## config.mk

```make
export PLATFORM = sky130hd
export DESIGN_NAME = fp_mult
export DESIGN_NICKNAME = d
export VERILOG_FILES = /design/src/rtl/fp_mult.sv
export SDC_FILE = /design/constraint.sdc
export NUM_CORES = 2
export LEC_CHECK = 0
export ABC_AREA = 1
export BUFFER_PORTS_ARGS = -buffer_cell sky130_fd_sc_hd__buf_2
export CAP_MARGIN = 20
export CORE_AREA = 2 2 226 228
export CTS_CLUSTER_DIAMETER = 40
export DETAILED_ROUTE_END_ITERATION = 16
export DIE_AREA = 0 0 228 230
export GPL_TIMING_DRIVEN = 0
export MAX_ROUTING_LAYER = met4
export PLACE_DENSITY = 0.85
export SLEW_MARGIN = 20
export SYNTH_ARGS = -nofsm -noshare
export SYNTH_HDL_FRONTEND = slang
export SYNTH_SLANG_ARGS = --single-unit
```

## constraint.sdc

```tcl
create_clock -name clk -period 8.4 [get_ports clk]
set_clock_uncertainty 0.15 [all_clocks]
set_input_delay 1.68 -clock clk [delete_from_list [all_inputs] [get_ports clk]]
set_output_delay 1.68 -clock clk [all_outputs]
set_load 0.005 [all_outputs]
```

## src/rtl/fp_mult.sv

```systemverilog
// Two-stage IEEE-754 binary32 multiplier with six rounding modes and exception flags.
// Optional FP_MULT_NAN_PROP_EN: propagate input NaN payloads (quieted) instead of canonical NaN.
module fp_mult (
   input  logic        clk,
   input  logic        rst,
   input  logic [2:0]  rnd,
   input  logic [31:0] a,
   input  logic [31:0] b,
   output logic [31:0] z,
   output logic [7:0]  status
);
   localparam logic [31:0] QNAN = 32'h7FC00000;

   logic [31:0] a_q, a_d, b_q, b_d;
   logic [2:0]  rnd_q, rnd_d;
   logic        vld_q, vld_d;
   logic [31:0] z_q, z_d;
   logic [7:0]  status_q, status_d;

   logic        sign, a_zero, b_zero, a_inf, b_inf, a_nan, b_nan;
   logic [7:0]  ea, eb;
   logic [22:0] fa, fb, frac_out;
   logic [47:0] prod;
   logic [9:0]  exp_raw, exp_norm, exp_rnd;
   logic [23:0] mant;
   logic [24:0] mant_sum;
   logic        guard, sticky, inc, overflow, underflow;
   logic [2:0]  mode;
   logic [31:0] nan_val;

   always_comb begin
      a_d   = a;
      b_d   = b;
      rnd_d = rnd;
      vld_d = 1'b1;
   end

   always_comb begin
      sign   = a_q[31] ^ b_q[31];
      ea     = a_q[30:23];
      eb     = b_q[30:23];
      fa     = a_q[22:0];
      fb     = b_q[22:0];
      // subnormal operands count as zero
      a_zero = (ea == 8'h00);
      b_zero = (eb == 8'h00);
      a_inf  = (ea == 8'hFF) && (fa == 23'd0);
      b_inf  = (eb == 8'hFF) && (fb == 23'd0);
      a_nan  = (ea == 8'hFF) && (fa != 23'd0);
      b_nan  = (eb == 8'hFF) && (fb != 23'd0);
      mode   = (rnd_q[2:1] == 2'b11) ? 3'b000 : rnd_q;

      prod    = {24'd0, 1'b1, fa} * {24'd0, 1'b1, fb};
      exp_raw = {2'b00, ea} + {2'b00, eb} - 10'd127;
      if (prod[47]) begin
         mant     = prod[47:24];
         guard    = prod[23];
         sticky   = |prod[22:0];
         exp_norm = exp_raw + 10'd1;
      end else begin
         mant     = prod[46:23];
         guard    = prod[22];
         sticky   = |prod[21:0];
         exp_norm = exp_raw;
      end

      case (mode)
         3'b001:  inc = 1'b0;
         3'b010:  inc = ~sign & (guard | sticky);
         3'b011:  inc = sign & (guard | sticky);
         3'b100:  inc = guard & (sticky | ~sign);
         3'b101:  inc = guard | sticky;
         default: inc = guard & (sticky | mant[0]);
      endcase

      mant_sum = {1'b0, mant} + {24'd0, inc};
      if (mant_sum[24]) begin
         frac_out = mant_sum[23:1];
         exp_rnd  = exp_norm + 10'd1;
      end else begin
         frac_out = mant_sum[22:0];
         exp_rnd  = exp_norm;
      end
      overflow  = $signed(exp_rnd) >= $signed(10'sd255);
      underflow = $signed(exp_rnd) <= $signed(10'sd0);

`ifdef FP_MULT_NAN_PROP_EN
      if (a_nan)      nan_val = a_q | 32'h0040_0000;
      else if (b_nan) nan_val = b_q | 32'h0040_0000;
      else            nan_val = QNAN;
`else
      nan_val = QNAN;
`endif
   end

   always_comb begin
      z_d      = 32'd0;
      status_d = 8'd0;
      if (vld_q) begin
         if (a_nan || b_nan || (a_zero && b_inf) || (a_inf && b_zero)) begin
            z_d         = nan_val;
            status_d[2] = 1'b1;
         end else if (a_inf || b_inf) begin
            z_d = {sign, 8'hFF, 23'd0};
         end else if (a_zero || b_zero) begin
            z_d = {sign, 31'd0};
         end else if (overflow) begin
            status_d[5:4] = 2'b11;
            case (mode)
               3'b001:  z_d = {sign, 31'h7F7FFFFF};
               3'b010:  z_d = sign ? 32'hFF7FFFFF : 32'h7F800000;
               3'b011:  z_d = sign ? 32'hFF800000 : 32'h7F7FFFFF;
               default: z_d = {sign, 31'h7F800000};
            endcase
         end else if (underflow) begin
            status_d[5] = 1'b1;
            status_d[3] = 1'b1;
            case (mode)
               3'b101:  z_d = {sign, 31'h00800000};
               3'b010:  z_d = sign ? 32'h80000000 : 32'h00800000;
               3'b011:  z_d = sign ? 32'h80800000 : 32'h00000000;
               default: z_d = {sign, 31'd0};
            endcase
         end else begin
            z_d         = {sign, exp_rnd[7:0], frac_out};
            status_d[5] = guard | sticky;
         end
         // zero/inf flags follow the delivered word, whichever path produced it
         status_d[0] = (z_d[30:0] == 31'd0);
         status_d[1] = (z_d[30:0] == 31'h7F800000);
      end
   end

   always_ff @(posedge clk) begin
      if (!rst) begin
         a_q      <= 32'd0;
         b_q      <= 32'd0;
         rnd_q    <= 3'd0;
         vld_q    <= 1'b0;
         z_q      <= 32'd0;
         status_q <= 8'd0;
      end else begin
         a_q      <= a_d;
         b_q      <= b_d;
         rnd_q    <= rnd_d;
         vld_q    <= vld_d;
         z_q      <= z_d;
         status_q <= status_d;
      end
   end

   assign z      = z_q;
   assign status = status_q;
endmodule

```

==> results.py <==
metrics = {
    "routing": {
        "wl_um": 93470,
        "ant_nets": 0,
        "first_iter_violations": 2842,
        "drt_first_pass_iters": 8,
        "vias": 26115,
        "wire_per_inst_um": 19.27,
        "drt-vias-per-instance": 5.383,
        "drc_errors": 0,
    },
    "grt": {
        "grt_usage": 0.3692,
        "grt_pass1_vias": 26528,
        "antenna_found_initial": 1,
        "grt_max_degree": 22,
        "grt-ovfl-total": 0,
        "grt_pass1_wl_um": 142700,
    },
    "yosys": {
        "ys_warn_count": 0,
        "synthAdderAreaFrac": 0.4445,
        "synth-main-ff-cell": "dfxtp_1",
        "synthTopCellsByArea": "fa_1 (36%), nand2_1 (17%), inv_1 (16%), ha_1 (8.8%), dfxtp_1 (7.8%)",
        "syn-cell-area_sq_um": 27160,
        "avgSynthCellArea_sq_um": 6.976,
        "synth_compound_area_frac": 0.02640,
        "ys_ff_latch": 106,
        "synth_cells": 3893,
        "synth_edf_count": 0,
        "synth_top_cell_by_area": "fa_1",
        "synth_top_family_by_area": "adder cells",
        "synth-simple-area-share": 0.2537,
        "synth_cell_types": 55,
        "synth_xor_area_frac": 0.01484,
        "synth_top_cell_area_share": 0.3561,
        "postSynth.asyncResetShare": 0,
        "synth.mux.area_fraction": 0.0008293,
        "yosysSeqAreaShare": 0.07814,
    },
    "placed_design": {
        "hpwl_um": 70140,
        "port_buffers": 106,
        "gp_congestion": 1.032,
        "dp_cells": 4672,
        "pre_cts_ws_ns": -2.129,
    },
    "setup_path": {
        "max_stage_delay_ns": 0.59,
        "r2r_slack_ns": -1.07,
        "r2r-start": "a_q[9]",
        "ff2ff_path_depth": 53,
        "worst_r2r_endpoint": "status[1]",
        "cp-start-kind": "register",
        "cp_common_cell": "nand2_4",
        "cp.arrival_ns": 9.71,
        "worstSetupEndpoint": "status[1]",
        "crit_type": "reg2reg",
        "crit_fanout": 6,
        "critPathLaunch": "a_q[9]",
        "critPathSlowestCell": "fa_2",
        "required_ns": 8.64,
        "cp-end-kind": "register",
    },
    "cells_and_area": {
        "areaGrowthSynthToFinish_pct": 19.83,
        "stdcell_count": 4851,
        "fin_nets": 4915,
        "final_layout_size_suffix_gt1_frac": 0.1695,
        "multi_input_area_sq_um": 21060,
        "nFillCells": 4025,
        "seq_area_sq_um": 2275,
    },
    "timing": {
        "slew_violations": 0,
        "fmax_ghz": 0.1056,
        "period_needed_ns": 9.472,
        "setup_violations": 36,
        "worst_pin_slew_ns": 1.235,
        "min_period_over_period": 1.128,
        "hold_viol": 0,
        "relSlewSlack": 0.1737,
        "grt_setup_unrepaired": "yes",
        "setup_ws_ns": -1.072,
    },
    "clocking": {
        "root_buffer": "clkbuf_16",
        "clk_latency_ns": 0.44,
        "clockBufferDepth": 2,
        "cts_buffers": 9,
        "htree_num_levels": 3,
        "clk_pin_slew_worst_paths_ns": 0.12,
        "cts.sinks": 106,
        "holdBufCountCts": 0,
        "cts_tree": "yes",
    },
    "outcome": {
        "status": "finished, violations left",
        "violations": "setup timing",
    },
    "die": {
        "start_util": 0.5446,
        "die_h_um": 230,
        "core-area_sq_um": 49860,
        "die_w_um": 228,
        "rows": 82,
        "io_pins": 109,
        "dieArea_sq_um": 52440,
    },
    "job": {
        "cap_violations": 0,
    },
    "pwr": {
        "vdd_drop_max_uv": 306.3,
        "power.static_leakage_nw": 19.33,
        "power_density_nw_per_um2": 265.6,
        "power_mw": 8.642,
    },
    "worst_hold_path": {
        "hold_class": "reg2reg",
    },
}
routing by layer:
layer	routed length, um	vias to the layer above	track usage
met5	0	-	-
li1	-	11649	-
met4	6273	0	0.1924
met1	33680	12240	0.4473
met2	40770	1734	0.5660
met3	12750	492	0.1006
registers in the layout, summed over array words and instances (netlist names):
register,cells
rnd_q,3
z,32
vld_q,1
a_q,32
b_q,32
status,6
cells by family (layout without fill, tap and decap cells):
kind of cell	count (synthesis)	after routing
simple gates	1660	1660
buf+inv	1280	1562
fa+ha+maj	675	675
compound gates	123	123
flops	106	106
xor+xnor	46	46
mux	2	2
other cells	1	5
Yosys cell counts (2+ instances only):
cell / n
buf_6: 14
a211oi_1: 15
o21ai_1: 12
nand2_1: 1250
nor4_1: 15
or4_1: 2
nand2_2: 21
buf_4: 3
dfxtp_1: 106
mux2_2: 2
a31oi_1: 2
nor2_1: 148
nor2_4: 7
xnor2_1: 20
xor2_1: 26
a21o_1: 2
o21ai_2: 2
or2_2: 6
fa_1: 483
o21ai_0: 25
or2_1: 2
nand3b_1: 9
ha_1: 192
nor2_2: 12
nand4_2: 2
nand3_1: 105
a21oi_1: 49
o21a_1: 2
nand2_4: 8
a21oi_2: 2
clkbuf_1: 112
inv_1: 1136
nand3_2: 4
nand3_4: 2
nand4_1: 41
nor3_1: 18
o21bai_1: 5
inv_2: 10
buf_2: 4
and2_0: 2
final cells by class:
| class | count | share of cell area |
|---|---|---|
| buffer | 127 | 0.05306 |
| clock buffer | 9 | 0.006921 |
| sequential | 106 | 0.06990 |
| multi-input combinational | 2508 | 0.6473 |
| inverter | 1147 | 0.1324 |
| clock inverter | 7 | 0.002576 |
| timing repair buffer | 272 | 0.06179 |
| tap | 672 | 0.02584 |
| antenna | 3 | 0.0002307 |
layout by cell type (no fill, tap or decap), types with 26 or more instances in the layout:
| cell type | count |
|---|---|
| a21oi_1 | 41 |
| buf_2 | 107 |
| buf_4 | 135 |
| buf_6 | 34 |
| clkbuf_16 | 36 |
| clkbuf_8 | 45 |
| dfxtp_1 | 62 |
| dfxtp_4 | 39 |
| fa_1 | 465 |
| ha_1 | 173 |
| inv_1 | 1117 |
| inv_2 | 28 |
| nand2_1 | 1189 |
| nand2_2 | 62 |
| nand2_4 | 26 |
| nand3_1 | 96 |
| nand4_1 | 41 |
| nor2_1 | 136 |
| xor2_1 | 26 |
worst min path at each step:
stage / to / depth (start not counted) / from / slack [ns]
after floorplan: z[0] / 2 / vld_q / 0.36
after global placement: z[0] / 2 / vld_q / 0.51
after detailed placement: z[0] / 2 / vld_q / 0.51
after CTS: z[1] / 2 / vld_q / 0.51
after global routing: z[0] / 2 / vld_q / 0.56
final: z[1] / 2 / vld_q / 0.60
worst max-delay path: cells and delay by family, from the launching register on:
family | cells | cell delay [ns]
AO/OA/AOI/OAI | 4 | 0.46
adder cells (fa/ha/maj) | 10 | 4.37
buffers and inverters | 12 | 1.32
flip-flops | 1 | 0.46
multiplexers | 1 | 0.18
AND/OR/NAND/NOR | 26 | 2.47
stage by stage:
| stage | hold WS, ns | util | instance area [sq um] | TNS (ns) |
|---|---|---|---|---|
| after floorplan | 0.3575 | - | 27900 | -2.396 |
| after global placement | 0.5054 | 0.5870 | 29270 | -66.39 |
| after detailed placement | 0.5080 | 0.5870 | 29270 | -69.92 |
| after CTS | 0.5087 | 0.6400 | 31910 | -21.66 |
| after global routing | 0.5623 | 0.6525 | 32540 | -40.28 |
| final | 0.5958 | 0.6526 | 32540 | -32.18 |
power by group:
group	internal (mW)	switching [mW]
sequential	0.541	0.0464
clock	0.214	0.291
combinational	2.92	4.62
timing repair:
action | 4_1_cts | 5_1_grt
resized for setup | 333 | 95
buffers inserted | 128 | 31
pin swaps | 109 | 45
gates cloned | 6 | 1
setup endpoints to repair | 36 | 36
No activity file was read; power rests on OpenSTA's default activity.
